[config.mk]
export PLATFORM = sky130hd
export DESIGN_NAME = seq_set_less_than
export DESIGN_NICKNAME = d
export VERILOG_FILES = /design/src/rtl/seq_cmp_pkg.sv /design/src/rtl/seq_set_less_than_cmp_chunk.sv /design/src/rtl/seq_set_less_than.sv
export SDC_FILE = /design/constraint.sdc
export NUM_CORES = 1
export LEC_CHECK = 0
export ABC_AREA = 1
export CAP_MARGIN = 5
export CORE_ASPECT_RATIO = 1.1
export CORE_MARGIN = 2
export CORE_UTILIZATION = 48
export CTS_CLUSTER_DIAMETER = 30
export DETAILED_ROUTE_END_ITERATION = 10
export GPL_TIMING_DRIVEN = 0
export PLACE_DENSITY = 0.77
export RECOVER_POWER = 50
export SKIP_CTS_REPAIR_TIMING = 1
export SKIP_LAST_GASP = 1
export SYNTH_ARGS = -nofsm -noshare
export SYNTH_HDL_FRONTEND = slang
export SYNTH_HIERARCHICAL = 1
export SYNTH_SLANG_ARGS = --single-unit
[constraint.sdc]
create_clock -name clk -period 2.4 [get_ports clk]
set_input_delay 0.6 -clock clk [delete_from_list [all_inputs] [get_ports clk]]
set_output_delay 0.6 -clock clk [all_outputs]
set_load 0.01 [all_outputs]
[src/rtl/seq_cmp_pkg.sv]
// Shared encodings for the sequential set-compare unit.
//
// Contents:
//   op_t    : operation select (SLT, SLTU, SEQ, SNE), matches the 2-bit op port
//   state_t : scan FSM states (IDLE, SCAN, DONE)
//   flag_of : maps the scan outcome (decided, lt) to the result flag for an op
package seq_cmp_pkg;

    typedef enum logic [1:0] {
        OP_SLT  = 2'b00,
        OP_SLTU = 2'b01,
        OP_SEQ  = 2'b10,
        OP_SNE  = 2'b11
    } op_t;

    typedef enum logic [1:0] {
        ST_IDLE = 2'b00,
        ST_SCAN = 2'b01,
        ST_DONE = 2'b10
    } state_t;

    // decided == 1 means at least one chunk differed, so the operands are unequal.
    function automatic logic flag_of(input op_t op, input logic decided, input logic lt);
        logic f;
        f = 1'b0;
        case (op)
            OP_SLT, OP_SLTU: f = lt;
            OP_SEQ:          f = ~decided;
            OP_SNE:          f = decided;
            default:         f = 1'b0;
        endcase
        return f;
    endfunction

endpackage

[src/rtl/seq_set_less_than_cmp_chunk.sv]
// Combinational chunk comparator for seq_set_less_than.
//
// Ports:
//   a, b       in  W  chunk of operand A / B
//   signed_top in  1  chunk holds the operand sign bit of a signed compare;
//                     its MSB is inverted on both sides so an unsigned
//                     compare yields two's-complement ordering
//   eq         out 1  chunks are bit-identical
//   lt         out 1  a < b after the MSB adjustment
module cmp_chunk #(
    parameter int W = 8
) (
    input  logic [W-1:0] a,
    input  logic [W-1:0] b,
    input  logic         signed_top,
    output logic         eq,
    output logic         lt
);

    logic [W-1:0] flip;
    logic [W-1:0] a_adj;
    logic [W-1:0] b_adj;

    always_comb begin
        flip        = '0;
        flip[W-1]   = signed_top;
    end

    assign a_adj = a ^ flip;
    assign b_adj = b ^ flip;

    // Flipping the same bit on both sides never changes equality.
    assign eq = (a == b);
    assign lt = (a_adj < b_adj);

endmodule

[src/rtl/seq_set_less_than.sv]
// Multi-cycle set-compare unit (SLT / SLTU / SEQ / SNE) for the RISC ALU.
// Operands are compared one CHUNK-bit slice per cycle, most significant
// slice first, through a single shared cmp_chunk instance.
//
// Parameters:
//   N      operand/result width, multiple of CHUNK
//   CHUNK  bits compared per cycle
//
// Ports:
//   clk        in  1  system clock (rising edge)
//   rst_n      in  1  asynchronous active-low reset
//   in_valid   in  1  a, b, op presented
//   in_ready   out 1  unit idle and able to accept
//   a, b       in  N  operands
//   op         in  2  00 SLT, 01 SLTU, 10 SEQ, 11 SNE
//   out_valid  out 1  result valid
//   out_ready  in  1  consumer takes the result
//   result     out N  {N-1 zeros, flag}
//   busy       out 1  scanning or holding a result
//
// Build option:
//   SEQ_CMP_EARLY_EXIT_EN  when defined, the scan stops at the first differing
//                          chunk; otherwise it always runs NCHUNK cycles.
//                          Results are the same either way.
module seq_set_less_than
    import seq_cmp_pkg::*;
#(
    parameter int N     = 32,
    parameter int CHUNK = 8
) (
    input  logic         clk,
    input  logic         rst_n,
    input  logic         in_valid,
    output logic         in_ready,
    input  logic [N-1:0] a,
    input  logic [N-1:0] b,
    input  logic [1:0]   op,
    output logic         out_valid,
    input  logic         out_ready,
    output logic [N-1:0] result,
    output logic         busy
);

    localparam int NCHUNK = N / CHUNK;
    localparam int IDXW   = (NCHUNK > 1) ? $clog2(NCHUNK) : 1;
    localparam logic [IDXW-1:0] IDX_TOP = IDXW'(NCHUNK - 1);

    state_t            state_q;
    state_t            state_d;

    logic [N-1:0]      a_q;
    logic [N-1:0]      b_q;
    op_t               op_q;
    logic [IDXW-1:0]   idx_q;
    logic              decided_q;
    logic              lt_q;
    logic [N-1:0]      result_q;

    logic [CHUNK-1:0]  a_chunk;
    logic [CHUNK-1:0]  b_chunk;
    logic              signed_top;
    logic              chunk_eq;
    logic              chunk_lt;
    logic              first_diff;
    logic              decided_d;
    logic              lt_d;
    logic              scan_last;
    logic [N-1:0]      result_d;

    // ------------------------------------------------------------------
    // Chunk selection and comparison
    // ------------------------------------------------------------------
    always_comb begin
        a_chunk = a_q[int'(idx_q) * CHUNK +: CHUNK];
        b_chunk = b_q[int'(idx_q) * CHUNK +: CHUNK];
    end

    assign signed_top = (idx_q == IDX_TOP) && (op_q == OP_SLT);

    cmp_chunk #(
        .W (CHUNK)
    ) u_cmp (
        .a          (a_chunk),
        .b          (b_chunk),
        .signed_top (signed_top),
        .eq         (chunk_eq),
        .lt         (chunk_lt)
    );

    // Only the first differing chunk (from the top) decides the ordering;
    // later chunks are ignored once decided is set.
    assign first_diff = ~chunk_eq & ~decided_q;
    assign decided_d  = decided_q | ~chunk_eq;
    assign lt_d       = first_diff ? chunk_lt : lt_q;

`ifdef SEQ_CMP_EARLY_EXIT_EN
    assign scan_last = first_diff || (idx_q == '0);
`else
    assign scan_last = (idx_q == '0);
`endif

    always_comb begin
        result_d    = '0;
        result_d[0] = flag_of(op_q, decided_d, lt_d);
    end

    // ------------------------------------------------------------------
    // FSM
    // ------------------------------------------------------------------
    always_ff @(posedge clk or negedge rst_n) begin
        if (!rst_n) begin
            state_q <= ST_IDLE;
        end else begin
            state_q <= state_d;
        end
    end

    always_comb begin
        state_d = state_q;
        case (state_q)
            ST_IDLE: if (in_valid)  state_d = ST_SCAN;
            ST_SCAN: if (scan_last) state_d = ST_DONE;
            ST_DONE: if (out_ready) state_d = ST_IDLE;
            default:                state_d = ST_IDLE;
        endcase
    end

    // ------------------------------------------------------------------
    // Operand, scan and result registers
    // ------------------------------------------------------------------
    always_ff @(posedge clk or negedge rst_n) begin
        if (!rst_n) begin
            a_q       <= '0;
            b_q       <= '0;
            op_q      <= OP_SLT;
            idx_q     <= '0;
            decided_q <= 1'b0;
            lt_q      <= 1'b0;
            result_q  <= '0;
        end else begin
            case (state_q)
                ST_IDLE: begin
                    if (in_valid) begin
                        a_q       <= a;
                        b_q       <= b;
                        op_q      <= op_t'(op);
                        idx_q     <= IDX_TOP;
                        decided_q <= 1'b0;
                        lt_q      <= 1'b0;
                    end
                end
                ST_SCAN: begin
                    decided_q <= decided_d;
                    lt_q      <= lt_d;
                    if (scan_last) begin
                        result_q <= result_d;
                    end else begin
                        idx_q <= idx_q - 1'b1;
                    end
                end
                default: ;
            endcase
        end
    end

    // ------------------------------------------------------------------
    // Outputs: decoded from registered state only
    // ------------------------------------------------------------------
    assign in_ready  = (state_q == ST_IDLE);
    assign out_valid = (state_q == ST_DONE);
    assign busy      = (state_q != ST_IDLE);
    assign result    = result_q;

endmodule

# == Yosys cells after proc, flatten, opt, wreduce, memory -nomap -nowiden ==
# Cells that the tools add are included.
# classes
mux,12
n_shift,2
n_reduce_logical,12
n_bitwise,7
n_addsub,1
n_eq_ne,11
magnitude_cmp,1
# ops
operator,count
variable part select 32 x 6 -> 8 bit,2
bitwise XOR 8 bit,2
two-way mux 2 bit,5
"equality test 2 bit, second input constant",4
equality test 8 bit,1
< comparator 8 bit,1
zero test 2 bit,3
"!= test 2 bit, second input constant",3
case mux 2 bit (3 select lines),1
AND reduction 2 bit,3
AND reduction 3 bit,2
"equality test 2 x 1 -> 1 bit, second input constant",2
case mux 1 bit (2 select lines),2
case mux 2 bit (2 select lines),1
nonzero test 2 bit,2
inverter 1 bit,3
case mux 1 bit (3 select lines),1
two-way mux 1 bit,2
"!= test 2 x 1 -> 1 bit, second input constant",1
OR reduction 2 bit,1
"subtractor 2 x 1 -> 2 bit, second input constant",1
AND 1 bit,1
logical AND 1 bit,1
OR 1 bit,1
# totals
wordCells,54
out_inout_bits,35
reg_bits,73
input_bits,70

# == Logic depth before layout (Yosys ltp) ==
# Gate-level depths: netlist of run 1.
# logic_depth
depth_word,6
ltp_mapped,16
mapped_depth_nobuf,15

# == Modules after synthesis ==
# Netlist of run 1, hierarchy kept.
# by_module_without_submodules
mod,area_each_um2,cells_each,n_inst
seq_set_less_than,3532.1,447,1
cmp_chunk,250.2,46,1

# == Worst setup path after synthesis of run 1 ==
# Ideal clock, no wire load.
# synth_path
path_kind,register to register
startpoint,register idx_q[0]
endpoint,register result_q[0] (netlist: result[0])
synth_period_minus_slack_ns,2.097
setup_time_ns,0.117
required_ns,2.283
t_arrival_ns,1.980
setup_slack_ns,0.303
stages_incl_launch_ff,15
path_cell_list,dfrtp_1 -> inv_1 -> clkbuf_1 -> o21ai_0 -> o22ai_1 -> inv_1 -> ha_1 -> nand2_1 -> nand3b_1 -> nor2_1 -> nor2_1 -> nand2_1 -> nand3_1 -> nand3_1 -> nand2_1
# synth_via
elab_chain_len,6
word_cells_on_any_way,16
# synth_rtl
element,line,source
start: declaration,seq_set_less_than.sv:54,logic [IDXW-1:0] idx_q;
start signal: assignment,seq_set_less_than.sv:158,idx_q <= idx_q - 1'b1;
variable part select 32 x 6 -> 8 bit (*),seq_set_less_than.sv:75,b_chunk = b_q[int'(idx_q) * CHUNK +: CHUNK];
named net b_chunk[5],seq_set_less_than.sv:60,logic [CHUNK-1:0] b_chunk;
equality test 8 bit (*),seq_set_less_than_cmp_chunk.sv:33,assign eq = (a == b);
named net chunk_eq,seq_set_less_than.sv:62,logic chunk_eq;
inverter 1 bit (*),"seq_set_less_than.sv:92, seq_set_less_than.sv:93",
AND 1 bit / OR 1 bit (equally long branches),"seq_set_less_than.sv:92, seq_set_less_than.sv:93",
two-way mux 1 bit / inverter 1 bit (equally long branches),"seq_set_less_than.sv:94, seq_cmp_pkg.sv:28",
case mux 1 bit (3 select lines) (*),seq_cmp_pkg.sv:26,case (op)
end signal: assignment,seq_set_less_than.sv:156,result_q <= result_d;
end: declaration,seq_set_less_than.sv:57,logic [N-1:0] result_q;
# Mark *: on every way through the listed nets, which the timed path passes. The rest lies on a longest branch.
# A chain may end at the register's enable or synchronous reset.

# == Worst setup path after layout of run 1 ==
# layout_path
startpoint,register idx_q[0]
endpoint,register result_q[0] (netlist: result[0])
# layout_via
word_cells_on_any_way,16
# layout_rtl
element,line,source
variable part select 32 x 6 -> 8 bit,seq_set_less_than.sv:74,a_chunk = a_q[int'(idx_q) * CHUNK +: CHUNK];
named net a_chunk[3],seq_set_less_than.sv:59,logic [CHUNK-1:0] a_chunk;
bitwise XOR 8 bit,seq_set_less_than_cmp_chunk.sv:29,assign a_adj = a ^ flip;
< comparator 8 bit,seq_set_less_than_cmp_chunk.sv:34,assign lt = (a_adj < b_adj);
named net chunk_lt,seq_set_less_than.sv:63,logic chunk_lt;
two-way mux 1 bit,seq_set_less_than.sv:94,assign lt_d = first_diff ? chunk_lt : lt_q;
case mux 1 bit (3 select lines),seq_cmp_pkg.sv:26,
# The timed path passes the listed nets, and every way through them passes these cells.

==> qor.csv, run 1 <==
stage,metric,value,unit
outcome,status,"finished, violations left",
outcome,failing checks,"capacitance limit, slew limit",
worst_setup_path,Setup crit start kind,flip-flop,
floorplan,num rows,33,
global_route,first-pass GRT wire length,15.64,mm
routing,1st-iter DRT viols,243,
routing,Via density,4.657,
hold_path,HP Start,a_q[19]$_DFFE_PN0P_,
timing,setup violators final,0,
final_layout,fraction of layout cells with a size suffix above 1,13.96,%
power,Leakage Power,2.678,nW
final_layout,cell area after layout,5047,um2
floorplan,Die H,97.10,um
logic_synthesis,Post-Synthesis Cells,493,
worst_setup_path,CP Capture Type,flip-flop,
routing,vias after detailed routing,3358,
routing,drt wl/cell,13.23,um
global_route,GRT overflow,0,
global_route,met2 Usage GRT,38.40,%
placed_design,PortBufs,73,
timing,final hold vios,0,
worst_setup_path,max incr delay on CP,0.45,ns
worst_setup_path,Worst EP required,2.70,ns
final_layout,Ant. Diodes,0,
final_layout,Final #Nets,690,
floorplan,chip width,88.64,um
placed_design,Area after DPL,4755,um2
global_route,largest net degree at the start of global routing,74,
job,Max-Cap Viols,1,
placed_design,dpl ws,-0.1885,ns
routing,WL final,9.536,mm
logic_synthesis,"Seq/Total Area, Yosys",48.30,%
worst_setup_path,critical path data arrival time,2.50,ns
routing,First-pass DRT Iterations,4,
routing,Residual DRC,0,
power,VDD IR-drop max,0.0006506,V
global_route,met3 Use GR,5.098,%
global_route,All-Layer GR Usage,23.74,%
floorplan,Initial Utilization,50.06,%
timing,Final Cycle Share,91.67,%
worst_setup_path,CP startpoint,idx_q[0]$_DFFE_PN0P_,
clock_tree,CTS tree,done,
clock_tree,clk_lat worst skew,0.36,ns
timing,pins over their slew limit,74,
logic_synthesis,Synth Cell Area,3782,um2
timing,Least-Margin Pin Slew,1.738,ns
final_layout,Area growth syn-to-layout,33.44,%
clock_tree,maximum clock path buffer count,2,
worst_setup_path,CP dominant cell by count,nand2_1,
global_route,antenna violations before repair,0,
global_route,GRT busiest layer,met2,
clock_tree,Root Driver,clkbuf_8,
clock_tree,H-Tree Depth,3,
logic_synthesis,Syn Area/Cell,7.672,um2
floorplan,area of the die,8607,um2
worst_setup_path,CP max FO,7,
worst_setup_path,CP max stage cell,dfrtp_2,
timing,skew final,0.01173,ns
timing,setup_tns,0,ns
floorplan,core area,7556,um2
global_route,vias in the first global route,3275,
logic_synthesis,Yosys reg bits,73,
power,Cell Pwr Density,1288,nW/um2
clock_tree,clock buffer count from CTS,9,
worst_setup_path,CP top delay family,simple AND/OR/NAND/NOR gates,
routing,Post-DRT Antenna Nets,0,
clock_tree,Sink Count,73,
worst_setup_path,Reg2Reg Launch Point,idx_q[0]$_DFFE_PN0P_,
final_layout,Fill cells,683,
worst_setup_path,"Cell Chain, Critical Path","inv_4, buf_4, o21ai_0, o22ai_1, ha_1, nand2_1, inv_1, a21oi_2, nor2_1, nor2_1, nand2_1, nand3_1, nand3_1, nand2_1",
logic_synthesis,synth warn,6,
timing,min cycle time layout,2.200,ns
worst_setup_path,CP bufs+invs,3,
timing,Setup WS post-layout,0.1999,ns
clock_tree,Clock Pin Slew Worst Setup and Hold Paths,0.08,ns
hold_path,Worst Hold Class,flip-flop to flip-flop,
timing,max frequency,0.4545,GHz
placed_design,Final Wtd Congestion,0.8590,
global_route,met1 usage,31.87,%
logic_synthesis,post-synth cell types,22,
floorplan,# IOs,105,
worst_setup_path,Setup CP Type,flip-flop to flip-flop,
timing,Slew HR,-15.84,%
placed_design,HPWL Detailed,7.259,mm
==> sequential cells by signal (all words and copies together) (netlist names) <==
| name | count |
|---|---|
| b_q | 32 |
| decided_q | 1 |
| lt_q | 1 |
| op_q | 2 |
| a_q | 32 |
| idx_q | 2 |
| result | 1 |
| state_q | 2 |
==> cell type report <==
class	instances	area (um2)	share of cell area, %
Sequential cell	73	1829	36.24
Inverter	26	102.6	2.033
Tap cell	105	131.4	2.603
Multi-Input combinational cell	371	1622	32.13
Timing Repair Buffer	77	753.2	14.92
Clock buffer	10	137.6	2.727
Clock inverter	6	67.56	1.339
Buffer	53	404.1	8.007
==> placed cells by master, fill, tap and decap left out, drive strengths merged <==
| cell type | n |
|---|---|
| nand3 | 8 |
| a21oi | 1 |
| bufinv | 1 |
| clkinvlp | 2 |
| conb | 31 |
| clkdlybuf4s50 | 72 |
| ha | 9 |
| dfrtp | 73 |
| clkinv | 3 |
| inv | 26 |
| nor2 | 39 |
| nand3b | 1 |
| a21o | 1 |
| clkbuf | 15 |
| o21ai | 40 |
| nand2 | 224 |
| buf | 53 |
| o31ai | 1 |
| o22ai | 16 |
==> per-layer routing <==
layer / routed length, um / vias up
met2: 4546 / 128
met5: 0 / -
met4: 227 / 0
li1: - / 1718
met1: 4124 / 1495
met3: 638 / 17
==> cells in the mapped netlist (all sizes together) <==
| cell type | n | area, um2 |
|---|---|---|
| o31ai | 1 | 7.510 |
| nand3b | 1 | 7.510 |
| o21ai | 40 | 204.0 |
| clkbuf | 5 | 18.77 |
| dfrtp | 73 | 1827 |
| a21o | 1 | 7.510 |
| nor2 | 39 | 153.9 |
| a21oi | 1 | 5.000 |
| buf | 48 | 346.6 |
| nand3 | 8 | 40.04 |
| nand2 | 224 | 850.8 |
| ha | 9 | 112.6 |
| o22ai | 16 | 100.1 |
| conb | 1 | 3.750 |
| inv | 26 | 97.59 |
==> power by group <==
group	internal, mW	leakage [nW]	total [mW]	switching, mW
Sequential	1.83	0.900	2.25	0.420
Clock	0.509	0.0985	0.988	0.478
Combinational	1.35	1.68	3.27	1.92
==> tightest hold or removal path: cells and delay by family, from the launching register on <==
family           cells  cell delay [ns]
flip-flops           1             0.35
AND/OR/NAND/NOR      2             0.11
==> path summary, 6_finish.rpt <==
kind | endpoint | slack, ns | depth (start not counted)
setup / recovery | result[0]$_DFFE_PN0P_ | 0.20 | 14
hold reg to reg | a_q[19]$_DFFE_PN0P_ | 0.49 | 2
max in group asynchronous | idx_q[0]$_DFFE_PN0P_ | 0.54 | 1
setup reg to reg | result[0]$_DFFE_PN0P_ | 0.20 | 14
hold / removal | a_q[19]$_DFFE_PN0P_ | 0.49 | 2
min in group asynchronous | b_q[7]$_DFFE_PN0P_ | 0.70 | 1
==> per-stage QoR <==
stage               power (mW)  std cells  util, %  hold slack [ns]
detailed placement       5.274        701    62.92           0.4654
CTS                      6.293        717    65.64           0.3983
global route             7.119        721    66.80           0.5046
finish                   6.503        721    66.80           0.4880
global placement         5.220        701    62.96           0.4604
floorplan                4.289        523        -           0.3044
==> cell families after synthesis <==
kind of cell / after synthesis / share of synthesized area [%]
adder cells (fa/ha/maj): 9 / 2.977
other: 1 / 0.09914
flip-flops: 73 / 48.30
buffers and inverters: 79 / 12.24
AND/OR/NAND/NOR: 272 / 27.82
AO/OA/AOI/OAI: 59 / 8.568
No activity file was read; power rests on OpenSTA's default activity.
==> inputs of run 2 (changes only) <==
--- a/config.mk
+++ b/config.mk
@@ -6,7 +6,7 @@
 export NUM_CORES = 1
 export LEC_CHECK = 0
 export ABC_AREA = 1
-export CAP_MARGIN = 5
+export CAP_MARGIN = 10
 export CORE_ASPECT_RATIO = 1.1
 export CORE_MARGIN = 2
 export CORE_UTILIZATION = 48
==> results of run 2 <==
Same layout as run 1: the final DEF is identical, and so are final timing and power.
==> inputs of run 3 (changes only) <==
--- a/config.mk
+++ b/config.mk
@@ -9,11 +9,11 @@
 export CAP_MARGIN = 10
 export CORE_ASPECT_RATIO = 1.1
 export CORE_MARGIN = 2
-export CORE_UTILIZATION = 48
+export CORE_UTILIZATION = 47
 export CTS_CLUSTER_DIAMETER = 30
 export DETAILED_ROUTE_END_ITERATION = 10
 export GPL_TIMING_DRIVEN = 0
-export PLACE_DENSITY = 0.77
+export PLACE_DENSITY = 0.76
 export RECOVER_POWER = 50
 export SKIP_CTS_REPAIR_TIMING = 1
 export SKIP_LAST_GASP = 1
==> run 3 against run 2 <==
The flow still finishes with violations (capacitance limit, slew limit). Combinational power fell by 1%. Power shrank 0.65%. Final cell count grew 0.42%. Sequential share of layout area hardly changed. Worst hold slack got worse by 0.0095 ns. Via count rose by 0.39%. Die area grew 2.0%. Critical endpoint unchanged. Largest cell class unchanged.
==> qor.csv, run 3 (synthesis gave the netlist of run 1 again) <==
stage,metric,value,unit,change
outcome,status,"finished, violations left",,unchanged
outcome,failing checks,"capacitance limit, slew limit",,unchanged
floorplan,num rows,34,,was 33
worst_setup_path,worst setup path endpoint,result[0]$_DFFE_PN0P_,,unchanged
global_route,vias in the first global route,3225,,was 3275
final_layout,Area growth syn-to-layout,33.28,%,was 33.44%
routing,WL final,9.486,mm,was 9.536 mm
final_layout,largest registers,"a_q (32), b_q (32)",,unchanged
timing,Slew HR,-17.10,%,was -15.84%
clock_tree,Root Driver,clkbuf_8,,unchanged
job,Max-Cap Viols,1,,unchanged
worst_setup_path,Worst R2R End,result[0]$_DFFE_PN0P_,,unchanged
timing,setup_tns,0,ns,unchanged
timing,skew final,0.007780,ns,was 0.01173 ns
routing,drt wl/cell,13.10,um,was 13.23 um
worst_setup_path,CP startpoint,idx_q[0]$_DFFE_PN0P_,,unchanged
final_layout,fraction of layout cells with a size suffix above 1,13.64,%,was 13.96%
timing,pins over their slew limit,74,,unchanged
timing,RSZ-0062 raised after global routing,false,,
worst_setup_path,Worst EP required,2.69,ns,was 2.70 ns
power,Cell Pwr Density,1282,nW/um2,was 1288 nW/um2
timing,final hold vios,0,,unchanged
floorplan,core area,7870,um2,was 7556 um2
floorplan,area of the die,8782,um2,was 8607 um2
floorplan,# IOs,105,,unchanged
timing,max frequency,0.4456,GHz,was 0.4545 GHz
timing,WHS,0.4785,ns,was 0.4880 ns
final_layout,Ant. Diodes,0,,unchanged
clock_tree,maximum clock path buffer count,2,,unchanged
floorplan,Die H,98.09,um,was 97.10 um
clock_tree,Clock Pin Slew Worst Setup and Hold Paths,0.08,ns,about the same
floorplan,Initial Utilization,48.06,%,was 50.06%
final_layout,"leading cell type in the layout, fill and taps excluded",nand2_1,,unchanged
global_route,antenna violations before repair,0,,unchanged
global_route,first-pass GRT wire length,15.26,mm,was 15.64 mm
final_layout,multi-input logic area,1613,um2,was 1622 um2
routing,Post-DRT Antenna Nets,0,,unchanged
routing,1st-iter DRT viols,187,,was 243
worst_setup_path,critical path data arrival time,2.53,ns,was 2.50 ns
worst_setup_path,CP Capture Type,flip-flop,,unchanged
final_layout,Register Area,1829,um2,unchanged
worst_setup_path,reg2reg setup slack,0.16,ns,was 0.20 ns
placed_design,PortBufs,73,,unchanged
routing,Via density,4.656,,was 4.657
routing,vias after detailed routing,3371,,was 3358
timing,min cycle time layout,2.244,ns,was 2.200 ns
timing,Final Cycle Share,93.51,%,was 91.67%
clock_tree,Sink Count,73,,unchanged
worst_setup_path,Setup CP Type,flip-flop to flip-flop,,unchanged
worst_setup_path,Setup crit start kind,flip-flop,,unchanged
timing,setup violators final,0,,unchanged
hold_path,hold path depth,2,,unchanged
final_layout,Fill cells,728,,was 683
worst_setup_path,length in cells of the worst reg-to-reg path,13,,was 14
power,Leakage Power,2.672,nW,was 2.678 nW
clock_tree,H-Tree Depth,3,,unchanged
clock_tree,clock buffer count from CTS,9,,unchanged
worst_setup_path,CP max FO,8,,was 7
routing,First-pass DRT Iterations,4,,unchanged
clock_tree,CTS tree,done,,unchanged
routing,Residual DRC,0,,unchanged
clock_tree,clk_lat worst skew,0.34,ns,was 0.36 ns
final_layout,most frequent cells in the layout,"nand2_1, clkdlybuf4s50_1, dfrtp_1, buf_4, nor2_1",,unchanged
floorplan,chip width,89.54,um,was 88.64 um
global_route,All-Layer GR Usage,22.84,%,was 23.74%
placed_design,HPWL Detailed,7.224,mm,was 7.259 mm
final_layout,Final #Nets,690,,unchanged
worst_setup_path,Reg2Reg Launch Point,idx_q[0]$_DFFE_PN0P_,,unchanged
hold_path,Worst Hold Class,flip-flop to flip-flop,,unchanged
placed_design,Final Wtd Congestion,0.8870,,was 0.8590
global_route,largest net degree at the start of global routing,74,,unchanged
timing,Least-Margin Pin Slew,1.757,ns,was 1.738 ns
global_route,GRT overflow,0,,unchanged
power,VDD IR-drop max,0.0006559,V,was 0.0006506 V
run 3: worst min-delay path by stage:
| stage | from | endpoint |
|---|---|---|
| 2_1_floorplan | rst_n | a_q[0]$_DFFE_PN0P_ |
| 3_3_place_gp | a_q[8]$_DFFE_PN0P_ | a_q[8]$_DFFE_PN0P_ |
| 3_5_place_dp | a_q[9]$_DFFE_PN0P_ | a_q[9]$_DFFE_PN0P_ |
| 4_1_cts | rst_n | a_q[2]$_DFFE_PN0P_ |
| 5_1_grt | a_q[10]$_DFFE_PN0P_ | a_q[10]$_DFFE_PN0P_ |
| 6_report | b_q[12]$_DFFE_PN0P_ | b_q[12]$_DFFE_PN0P_ |
run 3: final cells by class:
class | count | area share (%)
tap | 108 | 2.681
buffer | 53 | 7.967
multi-input combinational | 371 | 31.99
clock buffer | 10 | 2.730
timing repair buffer | 77 | 14.99
sequential | 73 | 36.29
clock inverter | 6 | 1.315
inverter | 26 | 2.035
run 3: report_power, final:
part,total [mW],switching [mW],leakage [nW],internal [mW]
clock network,0.986,0.476,0.0949,0.510
registers,2.25,0.423,0.900,1.83
logic,3.23,1.89,1.68,1.33
run 3: worst max-delay path: stages (launching register included):
cell and delay (ns):
dfrtp_2 0.46, inv_4 0.08, o21ai_0 0.35, o22ai_1 0.13, ha_1 0.33, nand2_1 0.07
inv_1 0.05, a21oi_1 0.20, nor2_1 0.07, nor2_1 0.15, nand2_1 0.10, nand3_1 0.09
nand3_1 0.07, nand2_1 0.05
run 3: metrics by stage:
stage,utilization [%],area [um2],cells,power (mW),setup slack (ns)
final,64.05,5041,724,6.461,0.1557
after global routing,64.05,5041,724,7.075,0.002834
after CTS,63.05,4962,720,6.297,-0.2455
after detailed placement,60.46,4758,704,5.277,-0.2314
after global placement,60.49,4761,704,5.223,-1.664
after floorplan,-,3895,523,4.289,0.3030
run 3: routing by layer:
metal  wire, um  up-vias  track usage, %
met3        594       10           4.734
li1           -     1715               -
met5          0        -               0
met4        127        0           6.429
met1       4046     1538           30.74
met2       4718      108           37.21
